File: src/rtl/mem_wb_pkg.sv
// Shared widths, FSM state and operation-kind types for the MEM/WB stage.
// Consumers: mem_wb_stage, wb_register.
package mem_wb_pkg;

    localparam int unsigned DATA_W = 24;
    localparam int unsigned ADDR_W = 16;
    localparam int unsigned REG_W  = 4;

    typedef enum logic {
        StIdle,
        StBusy
    } state_e;

    typedef enum logic [1:0] {
        OpAlu,
        OpLoad,
        OpStore
    } op_e;

    // A store wins over the load flag when both are set.
    function automatic op_e decode_op(input logic mem_to_reg, input logic mem_write);
        op_e op;
        if (mem_write) begin
            op = OpStore;
        end else if (mem_to_reg) begin
            op = OpLoad;
        end else begin
            op = OpAlu;
        end
        return op;
    endfunction

endpackage

File: src/rtl/wb_register.sv
// MEM/WB pipeline register: captures one retiring instruction per pulse of retire_i.
// validW and regWriteW are single-cycle; the other fields hold between retirements.
module wb_register
    import mem_wb_pkg::*;
(
    input  logic              clk,
    input  logic              rst,
    input  logic              retire_i,
    input  logic [DATA_W-1:0] result_i,
    input  logic              reg_write_i,
    input  logic [REG_W-1:0]  wa3_i,
    input  logic              pc_src_i,
    output logic [DATA_W-1:0] result_o,
    output logic              reg_write_o,
    output logic [REG_W-1:0]  wa3_o,
    output logic              pc_src_o,
    output logic              valid_o
);

    logic [DATA_W-1:0] result_q, result_d;
    logic              reg_write_q, reg_write_d;
    logic [REG_W-1:0]  wa3_q, wa3_d;
    logic              pc_src_q, pc_src_d;
    logic              valid_q, valid_d;

    always_comb begin
        result_d    = result_q;
        wa3_d       = wa3_q;
        pc_src_d    = pc_src_q;
        valid_d     = retire_i;
        reg_write_d = retire_i & reg_write_i;
        if (retire_i) begin
            result_d = result_i;
            wa3_d    = wa3_i;
            pc_src_d = pc_src_i;
        end
    end

    always_ff @(posedge clk) begin
        if (rst) begin
            result_q    <= '0;
            reg_write_q <= 1'b0;
            wa3_q       <= '0;
            pc_src_q    <= 1'b0;
            valid_q     <= 1'b0;
        end else begin
            result_q    <= result_d;
            reg_write_q <= reg_write_d;
            wa3_q       <= wa3_d;
            pc_src_q    <= pc_src_d;
            valid_q     <= valid_d;
        end
    end

    assign result_o    = result_q;
    assign reg_write_o = reg_write_q;
    assign wa3_o       = wa3_q;
    assign pc_src_o    = pc_src_q;
    assign valid_o     = valid_q;

endmodule

File: src/rtl/mem_wb_stage.sv
// MEM/WB stage: ALU ops retire in one cycle, loads/stores hold the pipe until memAck.
// Optional BUSY timeout with memErr pulse when MEM_TIMEOUT_EN is defined.
module mem_wb_stage
    import mem_wb_pkg::*;
#(
    parameter int unsigned TIMEOUT_CYCLES = 15
) (
    input  logic              clk,
    input  logic              rst,
    input  logic              validE,
    input  logic              regWriteE,
    input  logic              memToRegE,
    input  logic              memWriteE,
    input  logic              PCSrcE,
    input  logic [REG_W-1:0]  WA3E,
    input  logic [DATA_W-1:0] aluResE,
    input  logic [DATA_W-1:0] dataE,
    output logic              stallE,
    output logic              memReq,
    output logic              memWe,
    output logic [ADDR_W-1:0] memAddr,
    output logic [DATA_W-1:0] memWdata,
    input  logic [DATA_W-1:0] memRdata,
    input  logic              memAck,
    output logic [DATA_W-1:0] result,
    output logic              regWriteW,
    output logic [REG_W-1:0]  WA3W,
    output logic              PCSrcW,
    output logic              validW,
    output logic              memErr
);

    state_e state_q, state_d;
    op_e    op;
    logic   timeout;

    logic              mem_req_q, mem_req_d;
    logic              mem_we_q, mem_we_d;
    logic [ADDR_W-1:0] mem_addr_q, mem_addr_d;
    logic [DATA_W-1:0] mem_wdata_q, mem_wdata_d;
    logic              is_store_q, is_store_d;
    logic              reg_write_q, reg_write_d;
    logic [REG_W-1:0]  wa3_q, wa3_d;
    logic              pc_src_q, pc_src_d;

    logic              retire;
    logic [DATA_W-1:0] ret_result;
    logic              ret_reg_write;
    logic [REG_W-1:0]  ret_wa3;
    logic              ret_pc_src;

    assign op = decode_op(memToRegE, memWriteE);

    always_ff @(posedge clk) begin
        if (rst) begin
            state_q <= StIdle;
        end else begin
            state_q <= state_d;
        end
    end

    always_comb begin
        state_d = state_q;
        unique case (state_q)
            StIdle: if (validE && op != OpAlu) state_d = StBusy;
            StBusy: if (memAck || timeout) state_d = StIdle;
            default: state_d = StIdle;
        endcase
    end

    always_comb begin
        mem_req_d     = mem_req_q;
        mem_we_d      = mem_we_q;
        mem_addr_d    = mem_addr_q;
        mem_wdata_d   = mem_wdata_q;
        is_store_d    = is_store_q;
        reg_write_d   = reg_write_q;
        wa3_d         = wa3_q;
        pc_src_d      = pc_src_q;
        retire        = 1'b0;
        ret_result    = '0;
        ret_reg_write = 1'b0;
        ret_wa3       = wa3_q;
        ret_pc_src    = pc_src_q;
        unique case (state_q)
            StIdle: begin
                if (validE && op == OpAlu) begin
                    retire        = 1'b1;
                    ret_result    = aluResE;
                    ret_reg_write = regWriteE;
                    ret_wa3       = WA3E;
                    ret_pc_src    = PCSrcE;
                end else if (validE) begin
                    mem_req_d   = 1'b1;
                    mem_we_d    = (op == OpStore);
                    mem_addr_d  = aluResE[ADDR_W-1:0];
                    mem_wdata_d = dataE;
                    is_store_d  = (op == OpStore);
                    reg_write_d = regWriteE;
                    wa3_d       = WA3E;
                    pc_src_d    = PCSrcE;
                end
            end
            StBusy: begin
                // An ack in the last allowed cycle takes priority over the timeout.
                if (memAck) begin
                    mem_req_d     = 1'b0;
                    mem_we_d      = 1'b0;
                    retire        = 1'b1;
                    ret_result    = is_store_q ? {{(DATA_W - ADDR_W){1'b0}}, mem_addr_q}
                                               : memRdata;
                    ret_reg_write = !is_store_q && reg_write_q;
                end else if (timeout) begin
                    mem_req_d = 1'b0;
                    mem_we_d  = 1'b0;
                    retire    = 1'b1;
                end
            end
            default: ;
        endcase
    end

    always_ff @(posedge clk) begin
        if (rst) begin
            mem_req_q   <= 1'b0;
            mem_we_q    <= 1'b0;
            mem_addr_q  <= '0;
            mem_wdata_q <= '0;
            is_store_q  <= 1'b0;
            reg_write_q <= 1'b0;
            wa3_q       <= '0;
            pc_src_q    <= 1'b0;
        end else begin
            mem_req_q   <= mem_req_d;
            mem_we_q    <= mem_we_d;
            mem_addr_q  <= mem_addr_d;
            mem_wdata_q <= mem_wdata_d;
            is_store_q  <= is_store_d;
            reg_write_q <= reg_write_d;
            wa3_q       <= wa3_d;
            pc_src_q    <= pc_src_d;
        end
    end

`ifdef MEM_TIMEOUT_EN
    localparam int unsigned CntW = $clog2(TIMEOUT_CYCLES + 1);

    logic [CntW-1:0] busy_cnt_q, busy_cnt_d;
    logic            mem_err_q, mem_err_d;

    // Counter holds the number of BUSY cycles already completed without an ack.
    always_comb begin
        busy_cnt_d = busy_cnt_q;
        if (state_q == StIdle) begin
            busy_cnt_d = '0;
        end else if (!memAck) begin
            busy_cnt_d = busy_cnt_q + CntW'(1);
        end
        mem_err_d = timeout;
    end

    assign timeout = (state_q == StBusy) && !memAck &&
                     (busy_cnt_q == CntW'(TIMEOUT_CYCLES - 1));

    always_ff @(posedge clk) begin
        if (rst) begin
            busy_cnt_q <= '0;
            mem_err_q  <= 1'b0;
        end else begin
            busy_cnt_q <= busy_cnt_d;
            mem_err_q  <= mem_err_d;
        end
    end

    assign memErr = mem_err_q;
`else
    logic unused_timeout_cycles;

    assign unused_timeout_cycles = ^TIMEOUT_CYCLES;
    assign timeout               = 1'b0;
    assign memErr                = 1'b0;
`endif

    wb_register u_wb_register (
        .clk         (clk),
        .rst         (rst),
        .retire_i    (retire),
        .result_i    (ret_result),
        .reg_write_i (ret_reg_write),
        .wa3_i       (ret_wa3),
        .pc_src_i    (ret_pc_src),
        .result_o    (result),
        .reg_write_o (regWriteW),
        .wa3_o       (WA3W),
        .pc_src_o    (PCSrcW),
        .valid_o     (validW)
    );

    assign stallE   = (state_q == StBusy);
    assign memReq   = mem_req_q;
    assign memWe    = mem_we_q;
    assign memAddr  = mem_addr_q;
    assign memWdata = mem_wdata_q;

endmodule

File: config.mk
export PLATFORM = sky130hd
export DESIGN_NAME = mem_wb_stage
export DESIGN_NICKNAME = d
export VERILOG_FILES = /design/src/rtl/mem_wb_pkg.sv /design/src/rtl/wb_register.sv /design/src/rtl/mem_wb_stage.sv
export SDC_FILE = /design/constraint.sdc
export NUM_CORES = 1
export LEC_CHECK = 0
export CORE_MARGIN = 2
export CORE_UTILIZATION = 39
export CTS_CLUSTER_SIZE = 25
export DETAILED_ROUTE_END_ITERATION = 16
export GPL_ROUTABILITY_DRIVEN = 0
export PLACE_DENSITY = 0.86
export RECOVER_POWER = 100
export SLEW_MARGIN = 20
export SYNTH_ARGS = -nofsm -noshare
export SYNTH_HDL_FRONTEND = slang
export SYNTH_HIERARCHICAL = 1
export SYNTH_SLANG_ARGS = --single-unit
File: constraint.sdc
create_clock -name clk -period 1.55 [get_ports clk]
set_input_delay 0.3875 -clock clk [delete_from_list [all_inputs] [get_ports clk]]
set_output_delay 0.3875 -clock clk [all_outputs]
set_load 0.03 [all_outputs]
==> metrics.txt, run 1 <==
synth top area cells dfxtp_1 42%, mux2i_1 24%, nand2b_1 15%, nor2_1 2.8%, o21ai_0 2.2%; clock sinks 81; crit-path max FO 8; # fillers around 850; Final Non-Filler Cells roughly 690; post-synth cell types 26; Post-DRT Antenna Nets 0; CP delay by family, top buffers and inverters; fin crit period around 1500 ps; total gr overflow 0; layout cells sized above 1 under 10%; # DRC 0; core area between 0.009 and 0.01 mm²; final net count approximately 630; CTS H-tree lvls 3; Die W 104 µm; Max Clock Skew about 12 ps; Place WS -581 ps; final setup margin ~19 ps; Worst-path clk slew approximately 80 ps; initial antenna violation count 0; IO Port Bufs about 160; endpoint class of the critical path register; die area approximately 0.011 mm²; Critical Path Slowest Stage Cell nor4b_4; register area share after synthesis a little over two fifths; Placed Instances 668; Ys Warns 6; P_leak 0.00247 µW; Final Setup Violations 0; final WL 10100 µm; final period utilization a little over nine tenths; largest net degree at the start of global routing just over 80; share of the synthesized area in the top cell type 42.0%; via count roughly 3.3k; CTS tree built; max-cap violations 0; # diodes 0; achievable frequency ~650 MHz; first-pass GRT wire length 16800 µm; Total GRT Usage a little under a fifth; worst IR drop on VDD approximately 0.00053 V; Buffers & Inverters on Critical Path 3; critical-path cell list dlygate4sd2_1, nor4b_4, buf_4, nand2b_4, buf_6, mux2i_1, nor2_1; Hold-fix buffers, CTS 0; Power Density around 860 mW/mm²; Pwr Total between 4000 and 5000 µW; CTS Buf Count 9; WP data required between 1500 and 2000 ps; Crit Path Class in -> reg; vias in the first global route ~3.5k; drt wl/cell around 15 µm; vias per cell roughly 4.7; CP max stage delay between 300 and 400 ps; Final Hold Violating Endpoints 0; syn avg cell area 9.93 µm²; area delta synth->final 49.4%; Pre-antenna DRT Iters 4; Hold WC Path Type reg -> reg; Syn Nets 473; row count 36; most common cell after layout, fill and taps aside nand2b_1; Starting DRT DRC Count 73; Post-DP HPWL ~7300 µm; Yosys top cell by area dfxtp_1; Max Root-Sink Buffers 2; Starting Density 39.9%; RSZ-0062 raised after global routing true; die height 104 µm; synthesized area 0.00386 mm²; Setup TNS Final 0 ps; Final Max Tran Viols 0; Root Driver clkbuf_8; cell count after synthesis ~390; status complete, no violations; Yosys reg bits 81; CP arrival 1740 ps; most frequent cells in the layout 93 x nand2b_1, 88 x mux2i_1, 80 x dfxtp_1; worst-skew pair later-pin latency around 340 ps; CP startpoint kind input port; num ports 159
## final cells by class
cell class                      instances  area [µm²]  area share (%)
Tap cell                              133         166            2.89
Clock inverter                          5        63.8            1.11
Clock buffer                           11         151            2.63
Sequential cell                        81        1630            28.2
Timing Repair Buffer                  178        1720            29.7
Multi-Input combinational cell        279        2040            35.5
## registers in the layout, summed over array words and instances (netlist names), 4 cells and up
register,flops
memWdata,24
u_wb_register/result_o,24
memAddr,16
u_wb_register/wa3_o,4
wa3_q,4
## per-layer routing
metal	vias up	routed length (µm)	track usage [%]
met5	-	0	0
met4	0	227	6.37
met3	18	525	4.59
met2	91	4890	33.7
met1	1531	4480	22.6
li1	1618	-	-
## stage by stage
step           util (%)  hold WS, ps  instance area [µm²]
3_5_place_dp       57.7          455                 5590
2_1_floorplan         -          445                 3870
4_1_cts            60.1          464                 5820
3_3_place_gp       57.7          450                 5590
5_1_grt            59.5          485                 5770
6_report           59.5          462                 5770
## worst reg2reg max path, cell delays in order (launching register included)
cell	delay, ps
dfxtp_4	360
nor4b_4	270
buf_4	170
nand2b_4	160
buf_6	180
mux2i_1	200
nor2_1	60
## power by group
group | internal, µW | total, µW | switching, µW
registers | 2180 | 2240 | 61.6
clock network | 842 | 1630 | 792
logic | 538 | 1060 | 520
## cell families (layout without fill, tap and decap cells)
group                  count (synthesis)  count (layout)  synth area share, %
AOI/OAI and AO/OA                     32              32                 5.25
buffers and inverters                 29             194                 5.70
DFF                                   81              81                 42.0
muxes                                 96              96                 25.0
other                                  1               1               0.0971
and+or+nand+nor                      150             150                 21.9
## cell usage after synthesis
cell,instances
mux2i_1,91
o21a_1,1
o21ai_0,17
dfxtp_1,81
and2_1,1
clkbuf_1,12
a31oi_1,1
a21bo_2,1
buf_6,4
nand3b_1,2
buf_8,4
conb_1,1
nand2b_1,94
nand2_1,20
mux2_2,1
nor2_2,1
a22o_1,9
a21oi_1,3
nor2_1,29
nor4b_4,1
nor2b_2,1
buf_2,4
buf_12,1
mux2_1,4
nor2b_4,1
buf_4,4
## worst paths after layout
check                      startpoint                                      to  slack [ps]  depth (start not counted)
hold / removal    memReq$_SDFFE_PP0P_                     memReq$_SDFFE_PP0P_         460                          2
hold reg to reg   memReq$_SDFFE_PP0P_                     memReq$_SDFFE_PP0P_         460                          2
setup / recovery            memToRegE  u_wb_register/result_o[4]$_SDFFE_PP0P_          20                          7
setup reg to reg    stallE$_SDFF_PP0_  u_wb_register/result_o[4]$_SDFFE_PP0P_          30                          6
## timing repair
| action | in CTS | in global routing |
|---|---|---|
| pin swaps | 2 | 2 |
| resized for setup | 86 | 18 |
| cloned | 2 | 0 |
| setup buffers | 7 | 1 |
| setup endpoints to repair | 106 | 40 |
No activity file was read; power rests on OpenSTA's default activity.
==> inputs of run 2 (changes only) <==
--- a/config.mk
+++ b/config.mk
@@ -5,14 +5,16 @@
 export SDC_FILE = /design/constraint.sdc
 export NUM_CORES = 1
 export LEC_CHECK = 0
+export CAP_MARGIN = 20
 export CORE_MARGIN = 2
-export CORE_UTILIZATION = 39
+export CORE_UTILIZATION = 40
+export CTS_BUF_LIST = sky130_fd_sc_hd__clkbuf_8
 export CTS_CLUSTER_SIZE = 25
 export DETAILED_ROUTE_END_ITERATION = 16
 export GPL_ROUTABILITY_DRIVEN = 0
-export PLACE_DENSITY = 0.86
+export PLACE_DENSITY = 0.87
 export RECOVER_POWER = 100
-export SLEW_MARGIN = 20
+export SLEW_MARGIN = 15
 export SYNTH_ARGS = -nofsm -noshare
 export SYNTH_HDL_FRONTEND = slang
 export SYNTH_HIERARCHICAL = 1
==> run 2 against run 1 <==
Non-clock buffer count stayed put. Sequential power about the same. Worst setup slack worse by 3.6 ps. Power is 4.4% higher. First-iteration DRC count rose by 5.5%. Core utilization up 2.6 points. Die area shrank 2.4%. Sequential share of layout area down 0.062 points. Highest routed layer unchanged.
==> metrics.txt, run 2 (synthesized netlist as in run 1, its figures left out) <==
final instance area 0.00577 mm²; worst-skew pair later-pin latency between 300 and 400 ps; Max Clock Skew 10.1 ps; HP Start rst; Final Hold Violating Endpoints 0; Crit Path Class in -> reg; Min-Delay Endpoint u_wb_register/result_o[12]$_SDFFE_PP0P_; # diodes 0; most frequent cells in the layout 93 x nand2b_1, 89 x mux2i_1, 80 x dfxtp_1; Power Density a little under 900 mW/mm²; first-pass GRT wire length about 16000 µm; final WL 10200 µm; Reg2Reg Depth 5; clock sinks between 80 and 90; endpoint class of the critical path register; # DRC 0; P_leak between 0.002 and 0.0025 µW; critical-path cell list dlygate4sd2_1, nor4b_4, nand2b_4, buf_12, mux2i_1, nor2_1; Post-DRT Antenna Nets 0; worst hold path cell count 2; drt wl/cell ~15 µm; Die W 102 µm; max-cap violations 0; die area roughly 0.010 mm²; CP max stage delay around 390 ps; FF-to-FF End u_wb_register/result_o[1]$_SDFFE_PP0P_; initial antenna violation count 0; clock share of power about 36%; achievable frequency between 600 and 700 MHz; combinational share of power roughly a fifth; Post-DP HPWL 7610 µm; Max Root-Sink Buffers 2; via count 3281; vias in the first global route between 3k and 4k; Total GRT Usage between 10% and 20%; WP data required about 1800 ps; CTS Buf Count 9; Switching Fraction between 20% and 30%; die height 102 µm; RSZ-0062 raised after global routing true; Hold WC Path Type in -> reg; Starting Density between 40 and 50%; Worst-path clk slew about 90 ps; Setup TNS Final 0 ps; vias per cell 4.80; total gr overflow 0; CP arrival roughly 1800 ps; crit-path max FO 11; CP delay by family, top simple AND/OR/NAND/NOR gates; slack of the worst reg-to-reg path roughly 30 ps; CTS H-tree lvls 3; Final Setup Violations 0; largest net degree at the start of global routing 47; layout cells sized above 1 9.39%; Pre-antenna DRT Iters 4; R2R Path Start stallE$_SDFF_PP0_; IO Port Bufs around 160; final setup margin between 10 and 15 ps; final period utilization 99.0%; fin crit period ~1500 ps; power share of the sequential group between 40 and 50%; Starting DRT DRC Count 77; core area between 0.009 and 0.01 mm²; CTS tree built; most common cell after layout, fill and taps aside nand2b_1; status complete, no violations; num ports 159; area delta synth->final 49.4%; Hold-fix buffers, CTS 0; Post-CTS Setup Bufs 0; worst IR drop on VDD 0.000385 V; CP startpoint kind input port; Placement Cell Area between 0.005 and 0.006 mm²; Critical Path Slowest Stage Cell nor4b_4; Root Driver clkbuf_8; Internal between 3000 and 4000 µW; final net count 633; Place WS -547 ps; switching pwr 1360 µW; Final Max Tran Viols 0; Buffers & Inverters on Critical Path 2; row count 35
[run 2: worst max path at each step]
stage | start | end | cells past startpoint
6_report | memToRegE | u_wb_register/result_o[1]$_SDFFE_PP0P_ | 6
5_1_grt | stallE$_SDFF_PP0_ | u_wb_register/result_o[10]$_SDFFE_PP0P_ | 5
4_1_cts | memAddr[14]$_SDFFE_PP0P_ | memAddr[14] | 1
3_5_place_dp | memWriteE | u_wb_register/result_o[1]$_SDFFE_PP0P_ | 6
3_3_place_gp | memWriteE | u_wb_register/wa3_o[3]$_SDFFE_PP0P_ | 6
2_1_floorplan | memWriteE | u_wb_register/result_o[11]$_SDFFE_PP0P_ | 7
[run 2: cell type report]
type | count | area (µm²)
clock inverters | 7 | 119
flip-flops and latches | 81 | 1620
clock buffers | 9 | 124
multi-input cells | 279 | 2050
fillers | 798 | 3510
repair buffers | 178 | 1700
well taps | 129 | 161
[run 2: repair_timing]
item / CTS / global route
endpoints found under the setup margin: 103 / 44
resized for setup: 83 / 28
cloned: 0 / 0
pin swaps: 1 / 1
[run 2: per-layer routing]
layer  up-vias  global-route usage [%]  routed length (µm)  share of wire (%)
met3        19                    5.61                 634                6.2
met1      1552                    20.6                4060                 40
met5         -                       0                   0                  0
li1       1608                       -                   -                  -
met2       102                    36.7                5310                 52
met4         0                    8.21                 221                2.2
[run 2: metrics by stage]
stage | std cells | power [µW] | util, % | hold slack [ps]
after CTS | 683 | 5220 | 62.4 | 416
after global placement | 667 | 3390 | 60.6 | 453
final | 683 | 5150 | 62.2 | 437
after floorplan | 389 | 2910 | - | 445
after global routing | 683 | 5370 | 62.2 | 463
after detailed placement | 667 | 3430 | 60.6 | 457
[run 2: power groups by stage]
stage	clock network, µW	logic, µW	registers [µW]
3_3_place_gp	0	1100	2290
6_report	1850	1060	2240
2_1_floorplan	0	444	2460
4_1_cts	1900	1080	2250
3_5_place_dp	0	1130	2300
5_1_grt	1990	1130	2260
==> inputs of run 3 (changes only) <==
==> constraint.sdc (replaced) <==
create_clock -name clk -period 1.55 [get_ports clk]
set_input_delay 0.2325 -clock clk [delete_from_list [all_inputs] [get_ports clk]]
set_output_delay 0.2325 -clock clk [all_outputs]
set_load 0.03 [all_outputs]
==> run 3 against run 2 <==
Critical path depth is the same. Global-route usage grew 0.65 points. Via count shrank 0.27%. Highest routed layer unchanged.
==> metrics.txt, run 3 (synthesized netlist as in run 1, its figures left out) <==
status complete, no violations; Starting DRT DRC Count 84; slack of the worst reg-to-reg path about 9 ps; CTS tree built; # DRC 0; die area 0.0105 mm²; worst IR drop on VDD approximately 0.00045 V; first-pass GRT wire length between 15000 and 20000 µm; Root Driver clkbuf_8; worst setup path end u_wb_register/wa3_o[3]$_SDFFE_PP0P_; IO Port Bufs roughly 160; Placement Cell Area ~0.0056 mm²; most common cell after layout, fill and taps aside nand2b_1; CP arrival 1760 ps; Post-DRT Antenna Nets 0; Max Clock Skew 8.89 ps; Total GRT Usage 20.3%; HP Start rst; WP data required ~1800 ps; post-route met1 wirelength 4410 µm; final WL ~11000 µm; vias in the first global route about 3.5k; Power Density 861 mW/mm²; Starting Density between 40% and 50%; worst-skew pair later-pin latency around 340 ps; Crit Path Class reg -> reg; drt wl/cell between 15 and 20 µm; Max Root-Sink Buffers 2; die height slightly above 100 µm; CP startpoint stallE$_SDFF_PP0_; P_leak about 0.0025 µW; post-layout util 62.0%; via count 3272; met3 WL post-DR 665 µm; metal2 WL between 5000 and 6000 µm; Hold WC Path Type in -> reg; clock sinks 81; Die W between 100 and 150 µm; endpoint class of the critical path register; total gr overflow 0; core area slightly above 0.009 mm²; Hold-fix buffers, CTS 0; area delta synth->final 49.1%; # diodes 0; layout cells sized above 1 between 9 and 10%; initial antenna violation count 0; Top Layer Used met4; Worst-path clk slew roughly 80 ps; crit-path max FO 16; largest net degree at the start of global routing 87; CP startpoint kind register; CTS H-tree lvls 3; Final Setup Violations 0; achievable frequency roughly 650 MHz; FF-to-FF End u_wb_register/wa3_o[3]$_SDFFE_PP0P_; final net count roughly 640; row count 35; Final Hold Slack 360 ps; vias per cell between 4 and 5; Pre-antenna DRT Iters 4; fin crit period between 1500 and 2000 ps; Final Max Tran Viols 0; final instance area roughly 0.0058 mm²; Pwr Total roughly 5000 µW; Reg2Reg Depth 6; most frequent cells in the layout 93 x nand2b_1, 90 x mux2i_1, 80 x dfxtp_1; num ports 159; R2R Path Start stallE$_SDFF_PP0_; Final Hold Violating Endpoints 0; Post-DP HPWL around 7400 µm; final period utilization between 90 and 100%; RSZ-0062 raised after global routing true; CTS Buf Count 9; Setup TNS Final 0 ps; max-cap violations 0
[run 3: where the power goes]
part	internal [µW]	leakage, µW	total, µW	switching [µW]
Clock	893	0.000108	1650	758
Combinational	537	0.00176	1060	524
Sequential	2180	0.000661	2240	60.6
[run 3: through the flow]
stage / instances / setup slack, ps
global route: 685 / -53.1
global placement: 667 / -393
CTS: 684 / -28.7
floorplan: 389 / -23.9
detailed placement: 667 / -464
finish: 685 / 9.01
[run 3: cell type report]
| cell class | instances | area (µm²) |
|---|---|---|
| clock buffers | 9 | 124 |
| fillers | 811 | 3530 |
| well taps | 129 | 161 |
| flip-flops and latches | 81 | 1630 |
| multi-input cells | 279 | 2050 |
| repair buffers | 180 | 1710 |
| clock inverters | 7 | 87.6 |
[run 3: metal layers]
layer,up-vias,GRT usage (%)
li1,1615,-
met1,1536,23.6
met2,103,36.1
met3,18,5.06
met4,0,7.69
met5,-,0
[run 3: critical path: stages, from the launching register on]
cell      delay [ps]
dfxtp_4          360
nor4b_4          270
buf_4            170
nand2b_4         150
buf_12           180
mux2i_1          230
nor2_1            60
[run 3: worst min-delay path by stage]
stage	slack, ps	to	cells after the start
CTS	350	u_wb_register/result_o[1]$_SDFFE_PP0P_	3
detailed placement	460	memWdata[15]$_SDFFE_PP0P_	2
global route	390	u_wb_register/result_o[22]$_SDFFE_PP0P_	3
floorplan	300	u_wb_register/valid_o$_SDFF_PP0_	1
finish	360	u_wb_register/result_o[17]$_SDFFE_PP0P_	3
global placement	450	memReq$_SDFFE_PP0P_	2
[run 3: timing repair]
action | in CTS | in global routing
gates resized for setup | 83 | 7
pin swaps | 1 | 2
setup endpoints to repair | 84 | 28
setup buffers | 1 | 1
